### src/rtl/freq_gen_pkg.sv
// Shared encodings and constants for the frequency generator and its phase accumulator.
package freq_gen_pkg;
    typedef enum logic [1:0] {
        ST_IDLE    = 2'd0,
        ST_CONVERT = 2'd1,
        ST_RUN     = 2'd2
    } state_t;

    localparam logic [3:0] DIGIT_MAX             = 4'd9;
    localparam int         N_WIDTH               = 7;
    localparam int         DEFAULT_UPDATE_PERIOD = 1200;
endpackage

### src/rtl/phase_accumulator.sv
// Phase accumulator: adds step each advance and wraps at UPDATE_PERIOD, flagging a toggle on wrap.
module phase_accumulator
    import freq_gen_pkg::*;
#(
    parameter int UPDATE_PERIOD = DEFAULT_UPDATE_PERIOD,
    parameter int BITS          = 12
) (
    input  logic             clk,
    input  logic             reset,
    input  logic             clear,
    input  logic             advance,
    input  logic [N_WIDTH:0] step,
    output logic             toggle
);
    localparam logic [BITS:0] PERIOD = (BITS+1)'(UPDATE_PERIOD);

    logic [BITS-1:0] acc_q, acc_d;
    logic [BITS:0]   sum;

    always_comb begin
        sum    = {1'b0, acc_q} + (BITS+1)'(step);
        toggle = 1'b0;
        acc_d  = acc_q;
        if (clear) begin
            acc_d = '0;
        end else if (advance) begin
            // Subtracting the period keeps the remainder, so the phase never drifts.
            if (sum >= PERIOD) begin
                toggle = 1'b1;
                acc_d  = BITS'(sum - PERIOD);
            end else begin
                acc_d  = BITS'(sum);
            end
        end
    end

    always_ff @(posedge clk or posedge reset) begin
        if (reset) acc_q <= '0;
        else       acc_q <= acc_d;
    end
endmodule

### src/rtl/frequency_generator.sv
// Square-wave generator: N = 10*tens + units rising edges per UPDATE_PERIOD clocks.
// Optional window monitor (window/edges ports) enabled by FREQ_GEN_WINDOW_MON_EN.
module frequency_generator
    import freq_gen_pkg::*;
#(
    parameter int UPDATE_PERIOD = DEFAULT_UPDATE_PERIOD,
    parameter int BITS          = 12
) (
    input  logic       clk,
    input  logic       reset,
    input  logic [3:0] tens,
    input  logic [3:0] units,
    input  logic       load,
    output logic       signal,
`ifdef FREQ_GEN_WINDOW_MON_EN
    output logic       window,
    output logic [6:0] edges,
`endif
    output logic       busy,
    output logic       error
);
    state_t             state_q, state_d;
    logic [N_WIDTH-1:0] n_q, n_d;
    logic [3:0]         cnt_q, cnt_d;
    logic               signal_q, signal_d;
    logic               busy_q, busy_d;
    logic               error_q, error_d;
    logic               load_req, load_ok, advance, toggle;

    phase_accumulator #(.UPDATE_PERIOD(UPDATE_PERIOD), .BITS(BITS)) u_acc (
        .clk     (clk),
        .reset   (reset),
        .clear   (load_ok),
        .advance (advance),
        .step    ({n_q, 1'b0}),
        .toggle  (toggle)
    );

    always_comb begin
        load_req = load && !busy_q;
        load_ok  = load_req && (tens <= DIGIT_MAX) && (units <= DIGIT_MAX);
        advance  = (state_q == ST_RUN) && !load_ok;
        state_d  = state_q;
        n_d      = n_q;
        cnt_d    = cnt_q;
        signal_d = signal_q;
        error_d  = error_q;
        case (state_q)
            ST_IDLE: ;
            ST_CONVERT: begin
                // BCD to binary by repeated +10, one tens step per clock.
                if (cnt_q != 4'd0) begin
                    n_d   = n_q + N_WIDTH'(10);
                    cnt_d = cnt_q - 4'd1;
                end else begin
                    state_d = ST_RUN;
                end
            end
            ST_RUN:  if (toggle) signal_d = ~signal_q;
            default: begin
                state_d  = ST_IDLE;
                signal_d = 1'b0;
            end
        endcase
        if (load_ok) begin
            n_d      = N_WIDTH'(units);
            cnt_d    = tens;
            signal_d = 1'b0;
            error_d  = 1'b0;
            state_d  = ST_CONVERT;
        end else if (load_req) begin
            error_d  = 1'b1;
        end
        busy_d = (state_d == ST_CONVERT);
    end

    always_ff @(posedge clk or posedge reset) begin
        if (reset) begin
            state_q  <= ST_IDLE;
            n_q      <= '0;
            cnt_q    <= '0;
            signal_q <= 1'b0;
            busy_q   <= 1'b0;
            error_q  <= 1'b0;
        end else begin
            state_q  <= state_d;
            n_q      <= n_d;
            cnt_q    <= cnt_d;
            signal_q <= signal_d;
            busy_q   <= busy_d;
            error_q  <= error_d;
        end
    end

    assign signal = signal_q;
    assign busy   = busy_q;
    assign error  = error_q;

`ifdef FREQ_GEN_WINDOW_MON_EN
    localparam logic [BITS-1:0] WLAST = BITS'(UPDATE_PERIOD - 1);

    logic [BITS-1:0] wcnt_q, wcnt_d;
    logic [6:0]      ecnt_q, ecnt_d;
    logic [6:0]      edges_q, edges_d;
    logic            window_q, window_d;
    logic            rise;

    always_comb begin
        rise     = advance && toggle && !signal_q;
        wcnt_d   = wcnt_q;
        ecnt_d   = ecnt_q;
        edges_d  = edges_q;
        window_d = 1'b0;
        if (load_ok) begin
            wcnt_d  = '0;
            ecnt_d  = '0;
            edges_d = '0;
        end else if (advance) begin
            // The edge on the wrapping clock still belongs to the closing window.
            if (wcnt_q == WLAST) begin
                wcnt_d   = '0;
                ecnt_d   = '0;
                edges_d  = ecnt_q + 7'(rise);
                window_d = 1'b1;
            end else begin
                wcnt_d   = wcnt_q + 1'b1;
                ecnt_d   = ecnt_q + 7'(rise);
            end
        end
    end

    always_ff @(posedge clk or posedge reset) begin
        if (reset) begin
            wcnt_q   <= '0;
            ecnt_q   <= '0;
            edges_q  <= '0;
            window_q <= 1'b0;
        end else begin
            wcnt_q   <= wcnt_d;
            ecnt_q   <= ecnt_d;
            edges_q  <= edges_d;
            window_q <= window_d;
        end
    end

    assign window = window_q;
    assign edges  = edges_q;
`endif
endmodule

### config.mk
export PLATFORM = sky130hd
export DESIGN_NAME = frequency_generator
export DESIGN_NICKNAME = d
export VERILOG_FILES = /design/src/rtl/freq_gen_pkg.sv /design/src/rtl/phase_accumulator.sv /design/src/rtl/frequency_generator.sv
export SDC_FILE = /design/constraint.sdc
export NUM_CORES = 1
export LEC_CHECK = 0
export CORE_ASPECT_RATIO = 1.75
export CORE_MARGIN = 2
export CORE_UTILIZATION = 35
export DETAILED_ROUTE_END_ITERATION = 7
export HOLD_SLACK_MARGIN = 0.15
export PLACE_DENSITY = 0.65
export SLEW_MARGIN = 20
export SYNTH_ARGS = -nofsm -noshare
export SYNTH_HDL_FRONTEND = slang
export SYNTH_HIERARCHICAL = 1
export SYNTH_SLANG_ARGS = --single-unit
### constraint.sdc
create_clock -name clk -period 3.5 [get_ports clk]
set_input_delay 0.7 -clock clk [delete_from_list [all_inputs] [get_ports clk]]
set_output_delay 0.7 -clock clk [all_outputs]
set_load 0.05 [all_outputs]
-- Word level (Yosys, flattened, before mapping)
Cells that the tools add are included.
- output and inout bits: 3
- register bits: 28
- bits of input ports: 11
- word-level logic and storage cells: 56
- reductions and logical operators: 16
- eq/ne operators: 5
- magnitude comparators: 3
- bitwise logic cells: 1
- $add $sub $neg: 4
- multiplexer cells: 20
- operators with widths (operator ; number):
    12-bit 2-to-1 mux ; 3
    7-bit 2-to-1 mux ; 3
    12-bit by 8-bit adder with 13-bit output ; 1
    13-bit by 11-bit >= comparator with 1-bit output, second input constant ; 1
    4-bit 2-to-1 mux ; 3
    12-bit by 11-bit subtractor with 12-bit output, second input constant ; 1
    4-bit less-or-equal comparator, second input constant ; 2
    2-bit nonzero test ; 4
    7-bit by 4-bit adder with 7-bit output, second input constant ; 1
    1-bit 2-to-1 mux ; 7
    2-bit by 1-bit equality test with 1-bit output, second input constant ; 2
    1-bit logical AND ; 4
    2-bit 2-to-1 mux ; 2
    2-bit one-hot mux with 2 select lines ; 1
    2-bit AND reduction ; 2
    4-bit nonzero test ; 1
    2-bit OR reduction ; 2
    4-bit by 1-bit subtractor with 4-bit output, second input constant ; 1
    3-bit inequality test, second input constant ; 1
    2-bit equality test, second input constant ; 1
    1-bit zero test ; 2
    2-bit zero test ; 1
    2-bit by 1-bit inequality test with 1-bit output, second input constant ; 1
    1-bit one-hot mux with 2 select lines ; 1
    1-bit inverter ; 1

-- Depth between registers and ports, before layout
Gate-level depths: netlist of run 1.
- depth after elaboration: 11
- mapped depth: 15
- gate-level depth less buffers: 15

-- Modules after synthesis
The synthesis of run 1 kept the hierarchy.
- by module, submodules not included (module ; area an instance (um^2) ; sequential area each (um^2) ; cells an instance ; times used):
    phase_accumulator ; 1223.7 ; 300.3 ; 131 ; 1
    frequency_generator ; 847.1 ; 400.4 ; 89 ; 1

-- Worst setup path before layout of run 1
No wires, ideal clock.
- kind: flip-flop to flip-flop
- start point: register n_q[0]
- end point: register u_acc.acc_q[9]
- arrival: 3219 ps
- stages on the path, launching flop included: 14
- required time: 3375 ps
- slack: 156 ps
- library setup time: 125 ps
- path buffers: 0
- clock period less this slack: 3344 ps
- cells stage by stage: dfrtp_1 fa_1 a21o_1 a21oi_1 xnor2_1 ha_1 nor3b_1 nand3b_1 mux2i_1 a211oi_1 o2111ai_4 o2111ai_2 mux2_4 mux2_4
- cells in the longest elaborated chain, start to end: 5
- elaborated cells between the ends (all ways): 6
- classes of those cells: add/sub (2); order compare (1); mux (3)
- ends and longest elaborated chain (item ; RTL line ; RTL):
    from (decl) ; frequency_generator.sv:23 ; logic [N_WIDTH-1:0] n_q, n_d;
    from (signal assigned) ; frequency_generator.sv:87 ; n_q <= n_d;
    12-bit by 8-bit adder with 13-bit output * ; phase_accumulator.sv:21 ; sum = {1'b0, acc_q} + (BITS+1)'(step);
    12-bit by 11-bit subtractor with 12-bit output or 13-bit by 11-bit >= comparator with 1-bit output (tied branches) ; phase_accumulator.sv:30, phase_accumulator.sv:28 ;
    12-bit 2-to-1 mux * ; phase_accumulator.sv:28 ; if (sum >= PERIOD) begin
    12-bit 2-to-1 mux * ; phase_accumulator.sv:26 ; end else if (advance) begin
    12-bit 2-to-1 mux * ; phase_accumulator.sv:24 ; if (clear) begin
    to (signal assigned) ; phase_accumulator.sv:38 ; if (reset) acc_q <= '0;
    to (signal assigned) ; phase_accumulator.sv:39 ; else acc_q <= acc_d;
    to (decl) ; phase_accumulator.sv:17 ; logic [BITS-1:0] acc_q, acc_d;
Mark *: on every way between the ends. The rest lies on a longest branch, timed or not. The select of a mux whose other input is x is not followed.
A chain may end at the register's enable or synchronous reset.

-- Worst setup path in the final report of run 1
- start point: register n_q[1]
- end point: register u_acc.acc_q[9]
Same word-level chain as after synthesis.

==> metrics, run 1 <==
# rows 37; I/O Buffers 13; initial antenna violation count 0; Post-synth top flop dfrtp_1; die width 62.1 µm; number of CTS-inserted buffers 3; crit path launch type register; CP Data Arrival Time 3.47 ns; Die Area 6570 µm²; CTS tree yes; min-delay src error$_DFFE_PP0P_; Post-Syn Nets 243; Synth top area share 0.338; sequential-to-total area share from yosys stat 0.338; Root Driver clkbuf_8; fmax 303 MHz; Clock transition at path regs 0.10 ns; worst flop-to-flop path startpoint n_q[1]$_DFFE_PP0P_; DRC errors left 0; Worst Tran Pin Value 0.645 ns; Synth Area in Simple Gates 0.209; Iteration-0 DRC Markers 89; Seq cells post-synth 28; synthesis-to-layout area growth 16.0%; worst hold path cell count 2; Synth area leader dfrtp_1; GP Congestion 0.911; R2R depth 13; mux cell area share after synthesis 0.0586; Commonest cells post-synth 28 x dfrtp_1, 25 x nor2_1, 18 x nand2_1; post-route minimum period 3.30 ns; Clock Path Buffers 2; final wirelength 4.86 mm; R2R setup slack 0.20 ns; Reg2Reg Capture Point u_acc/acc_q[9]$_DFFE_PP0P_; syn_area_per_cell 9.41 µm²; Critical Path RT 3.67 ns; global-route wire length before repair 8.52 mm; n_diodes 0; pwr/cell area 954 nW/µm²; Top Ports 14; nets 266; most common cell in the netlist dfrtp_1; overall routing resource usage 0.162; largest net degree at the start of global routing 25; final worst-path cycle share 0.942; RSZ-0062 raised after global routing false; Compound-Gate Fraction of Synth Area 0.207; TritonRoute pass-1 iters 4; fill count 587; worst hold endpoint error$_DFFE_PP0P_; clk_lat worst skew 0.27 ns; Netlist cell types 54; setup tns final 0 ns; largest family of logic cells by synthesized area simple AND/OR/NAND/NOR gates; Max-Cap Viols 0; synthesized cell area 2070 µm²; Pleak 1.02 nW; number of buffers added for setup after CTS 0; core area 5790 µm²; HP Class register to register; Clock Skews 0.00703 ns; CP max FO 5; relative slew slack 0.569; DR vias/cell 5.36; Overflow after GRT 0; CTS hold repair buffers 0; share of cells above drive strength 1 0.149; Routed Antenna Nets 0; Chip Height 106 µm; fin. max-slew vios 0; fraction of the mapped netlist area in adder cells 0.0761; number of synthesized flops with an enable pin 0; Vias 1709; Final Util 0.415; synth warn 6; Max VDD drop 0.422 mV; worst setup path category register to register; DR WL/cell 15.2 µm; htree depth 1; vias in the first global route 1815; Critical Path End Type register; Post-DP HPWL 3.89 mm; final setup fails 0; starting density of the core 0.358; Gate Count Post-Synth 220; Synth Area in XOR/XNOR 0.0870; ys async rst share 1.00; Hold Vio Cnt, Final 0; CTS Sinks 28; status completed; main area contributors after synthesis dfrtp_1 34%, ha_1 6.6%, nor2_1 4.5%
cells by family (layout without fill, tap and decap cells):
family | Yosys count | in the layout
and+or+nand+nor | 81 | 81
AOI/OAI and AO/OA | 59 | 59
DFF | 28 | 28
xor gates and xnor gates | 18 | 18
adders and majority gates | 12 | 12
muxes | 11 | 11
buffers and inverters | 10 | 31
other | 1 | 1
report_power, final:
part           leakage, nW  switching (W)  total (W)  internal (W)
Sequential           0.357       0.000126   0.000580      0.000454
Clock               0.0216      0.0000978   0.000175     0.0000773
Combinational        0.640       0.000860    0.00154      0.000677
layout by cell type (no fill, tap or decap), drive strengths merged, types with 2 or more instances in the layout:
| master | n |
|---|---|
| clkdlybuf4s50 | 13 |
| or3b | 2 |
| a21o | 4 |
| buf | 9 |
| xor2 | 8 |
| mux2 | 3 |
| nor3 | 3 |
| nand3 | 6 |
| o2111ai | 3 |
| a21oi | 10 |
| mux2i | 8 |
| dfrtp | 28 |
| nand3b | 5 |
| ha | 11 |
| xnor2 | 10 |
| inv | 6 |
| o21ai | 19 |
| nor2 | 26 |
| nor2b | 6 |
| nand4 | 2 |
| nand2b | 2 |
| o211ai | 6 |
| nor3b | 3 |
| a211oi | 8 |
| nand2 | 18 |
| or3 | 2 |
| clkbuf | 3 |
what timing repair did:
action / 4_1_cts / 5_1_grt
endpoints found under the setup margin: 0 / 7
gates resized for setup: 0 / 4
hold endpoints to repair: 0 / 0
through the flow:
| stage | setup slack [ns] | hold slack (ns) | instances | area (µm²) | total power, W |
|---|---|---|---|---|---|
| detailed placement | 0.0699 | 0.494 | 316 | 2340 | 0.00209 |
| global route | 0.00270 | 0.542 | 319 | 2400 | 0.00250 |
| finish | 0.203 | 0.508 | 319 | 2400 | 0.00229 |
| CTS | 0.0476 | 0.516 | 319 | 2380 | 0.00228 |
| global placement | 0.156 | 0.483 | 316 | 2340 | 0.00207 |
| floorplan | 0.156 | 0.490 | 220 | 2070 | 0.00169 |
registers in the layout, indices dropped and copies added, names as in the netlist:
register / cells
signal: 1
n_q: 7
error: 1
cnt_q: 4
state_q: 2
busy: 1
u_acc/acc_q: 12
cell type report:
type,instances,area [µm²],area share
multi-input combinational,182,1340,0.559
sequential,28,701,0.292
timing repair buffer,22,198,0.0823
tap,78,97.6,0.0406
clock buffer,3,41.3,0.0172
inverter,6,22.5,0.00938
metal layers:
| layer | vias to the layer above | wire, µm | GRT usage | share of wire |
|---|---|---|---|---|
| met5 | - | 0 | 0 | 0 |
| met4 | 0 | 198 | 0.0968 | 0.041 |
| met3 | 15 | 96 | 0.0160 | 0.020 |
| met2 | 30 | 2790 | 0.320 | 0.57 |
| met1 | 828 | 1780 | 0.159 | 0.37 |
| li1 | 836 | - | - | - |
worst max-delay path, cell delays in order, from the launching register on:
cell and delay [ns]:
dfrtp_1 0.43, ha_1 0.40, o211ai_2 0.13, o21ai_2 0.19
xor2_2 0.23, ha_2 0.23, nor3b_2 0.19, nand3b_1 0.10
mux2i_1 0.20, a211oi_1 0.10, o2111ai_4 0.21, o2111ai_2 0.15
mux2_4 0.33, mux2_4 0.29
worst max path at each step:
stage	startpoint	end	slack [ns]	cells after the start
detailed placement	n_q[0]$_DFFE_PP0P_	u_acc/acc_q[9]$_DFFE_PP0P_	0.07	13
CTS	n_q[0]$_DFFE_PP0P_	u_acc/acc_q[9]$_DFFE_PP0P_	0.05	13
floorplan	n_q[0]$_DFFE_PP0P_	u_acc/acc_q[9]$_DFFE_PP0P_	0.16	13
global placement	n_q[0]$_DFFE_PP0P_	u_acc/acc_q[9]$_DFFE_PP0P_	0.16	13
global route	n_q[1]$_DFFE_PP0P_	u_acc/acc_q[9]$_DFFE_PP0P_	0.003	13
finish	n_q[1]$_DFFE_PP0P_	u_acc/acc_q[9]$_DFFE_PP0P_	0.20	13
Note: power is estimated with default switching activity, not from simulation.
==> run 2: changes to the inputs <==
--- a/config.mk
+++ b/config.mk
@@ -10,7 +10,7 @@
 export CORE_UTILIZATION = 35
 export DETAILED_ROUTE_END_ITERATION = 7
 export HOLD_SLACK_MARGIN = 0.15
-export PLACE_DENSITY = 0.65
+export PLACE_DENSITY = 0.63
 export SLEW_MARGIN = 20
 export SYNTH_ARGS = -nofsm -noshare
 export SYNTH_HDL_FRONTEND = slang
==> constraint.sdc (replaced) <==
create_clock -name clk -period 3.6 [get_ports clk]
set_input_delay 0.72 -clock clk [delete_from_list [all_inputs] [get_ports clk]]
set_output_delay 0.72 -clock clk [all_outputs]
set_load 0.05 [all_outputs]
==> run 2 against run 1 <==
Compared with the run above: global-route usage fell by 0.26 points; utilization barely moved; worst setup slack improved by 0.041 ns; critical path type unchanged; critical endpoint unchanged; largest power group unchanged; highest routed layer unchanged.
==> metrics, run 2 (synthesis gave the netlist of run 1 again) <==
Max-Cap Viols 0 (unchanged); status completed; HP Class register to register; fin. max-slew vios 0 (unchanged); initial antenna violation count 0 (unchanged); CTS tree yes; Overflow after GRT 0 (unchanged); RSZ-0062 raised after global routing false; Worst Tran Pin Value 0.628 ns (-0.0170 ns); Placed Area 2340 µm² (-0.32%); max reg flops 12 (unchanged); CP Data Arrival Time 3.52 ns (+0.05 ns); core area 5790 µm² (unchanged); Vias 1726 (+0.99%); Pleak 1.02 nW (+0.49%); Clock Path Buffers 2 (unchanged); largest registers u_acc/acc_q: 12 flops, n_q: 7 flops, cnt_q: 4 flops; Clock transition at path regs 0.10 ns (about the same); Critical Path End Type register; Hold Vio Cnt, Final 0 (unchanged); Final Util 0.415 (about the same); DR vias/cell 5.43 (+1.3%); worst setup margin 0.243 ns (+0.0408 ns); most frequent cells in the layout 28 x dfrtp_1, 25 x nor2_1, 18 x nand2_1; Worst path slowest cell fa_1; CTS Sinks 28 (unchanged); Inst Count DP 315 (-0.32%); clk_lat worst skew 0.27 ns (about the same); Chip Height 106 µm (unchanged); CP max FO 4 (-1); CP most frequent cell mux2_4; final std cells w/o fill 318 (-0.31%); overall routing resource usage 0.160 (-0.00258); Max VDD drop 0.452 mV (+7.1%); crit path launch type register; Critical Path RT 3.76 ns (+0.09 ns); final worst-path cycle share 0.932 (-0.00973); most flop-heavy register u_acc/acc_q; die width 62.1 µm (unchanged); fmax 298 MHz (-1.8%); CP max stage delay 0.48 ns (+0.05 ns); worst setup path category register to register; final setup fails 0 (unchanged); Iteration-0 DRC Markers 56 (-37%); DRC errors left 0 (unchanged); number of CTS-inserted buffers 3 (unchanged); cell area after layout 2400 µm² (about the same); I/O Buffers 13 (unchanged); Root Driver clkbuf_8; R2R setup slack 0.24 ns (+0.04 ns); Die Area 6570 µm² (unchanged); global-route wire length before repair 8.37 mm (-1.8%); # rows 37 (unchanged); Post-DP HPWL 3.86 mm (-0.83%); TritonRoute pass-1 iters 4 (unchanged); worst path cell trace fa_1, a21o_1, a21oi_2, xnor2_2, ha_1, nor3b_2, nand3b_1, mux2i_1, a211oi_1, o2111ai_4, o2111ai_2, mux2_4, mux2_4; htree depth 1 (unchanged); largest net degree at the start of global routing 33 (+32%); nets 265 (-0.38%); DR WL/cell 15.4 µm (+1.3%); pwr/cell area 921 nW/µm² (-3.5%); vias in the first global route 1834 (+1.0%); GP Congestion 0.871 (-4.4%); setup tns final 0 ns (unchanged); Clock Skews 0.00441 ns (-0.00262 ns); most common cell after layout, fill and taps aside dfrtp_1; Routed Antenna Nets 0 (unchanged); Top Ports 14 (unchanged); synthesis-to-layout area growth 16.1% (about the same); pre-CTS WS 0.0703 ns (+0.000382 ns); n_diodes 0 (unchanged); relative slew slack 0.581 (+0.0113); number of buffers added for setup after CTS 0 (unchanged); post-route minimum period 3.36 ns (+0.0592 ns); final wirelength 4.90 mm (+0.95%); starting density of the core 0.358 (unchanged); share of cells above drive strength 1 0.150 (+0.000622)
-- run 2: worst max-delay path, delay by kind of cell (launching register included) --
kind | cells | cell delay, ns
AOI/OAI and AO/OA | 5 | 0.84
muxes | 3 | 0.82
adders and majority gates | 2 | 0.71
DFF | 1 | 0.43
and+or+nand+nor | 2 | 0.28
xor gates and xnor gates | 1 | 0.17
-- run 2: final cells by class --
type	instances	area, µm²
Clock buffer	3	41.3
Fill cell	609	3380
Inverter	6	22.5
Multi-Input combinational cell	182	1350
Sequential cell	28	701
Tap cell	78	97.6
Timing Repair Buffer	21	190
-- run 2: final timing paths --
check,from,depth (start not counted),to
min in group asynchronous,reset,2,u_acc/acc_q[2]$_DFFE_PP0P_
setup reg to reg,n_q[0]$_DFFE_PP0P_,13,u_acc/acc_q[9]$_DFFE_PP0P_
max in group asynchronous,reset,2,cnt_q[3]$_DFFE_PP0P_
setup / recovery,n_q[0]$_DFFE_PP0P_,13,u_acc/acc_q[9]$_DFFE_PP0P_
hold / removal,error$_DFFE_PP0P_,2,error$_DFFE_PP0P_
hold reg to reg,error$_DFFE_PP0P_,2,error$_DFFE_PP0P_
-- run 2: layer usage --
metal	wire length [µm]	global-route usage	vias to the layer above
li1	-	-	841
met1	1940	0.158	853
met2	2780	0.333	24
met3	81	0.0160	8
met4	99	0.0540	0
met5	0	0	-
-- run 2: what timing repair did --
action,CTS,global route
resized for setup,0,5
hold buffers,0,0
endpoints found under the setup margin,0,6
-- run 2: stage by stage --
stage	power [W]	hold WS, ns
2_1_floorplan	0.00164	0.490
6_report	0.00221	0.502
3_5_place_dp	0.00200	0.484
3_3_place_gp	0.00198	0.481
4_1_cts	0.00218	0.507
5_1_grt	0.00241	0.543
-- run 2: where the power goes --
part	internal (W)	switching (W)	leakage (nW)	total [W]
Clock	0.0000750	0.0000948	0.0216	0.000170
Sequential	0.000441	0.000121	0.357	0.000562
Combinational	0.000643	0.000839	0.645	0.00148
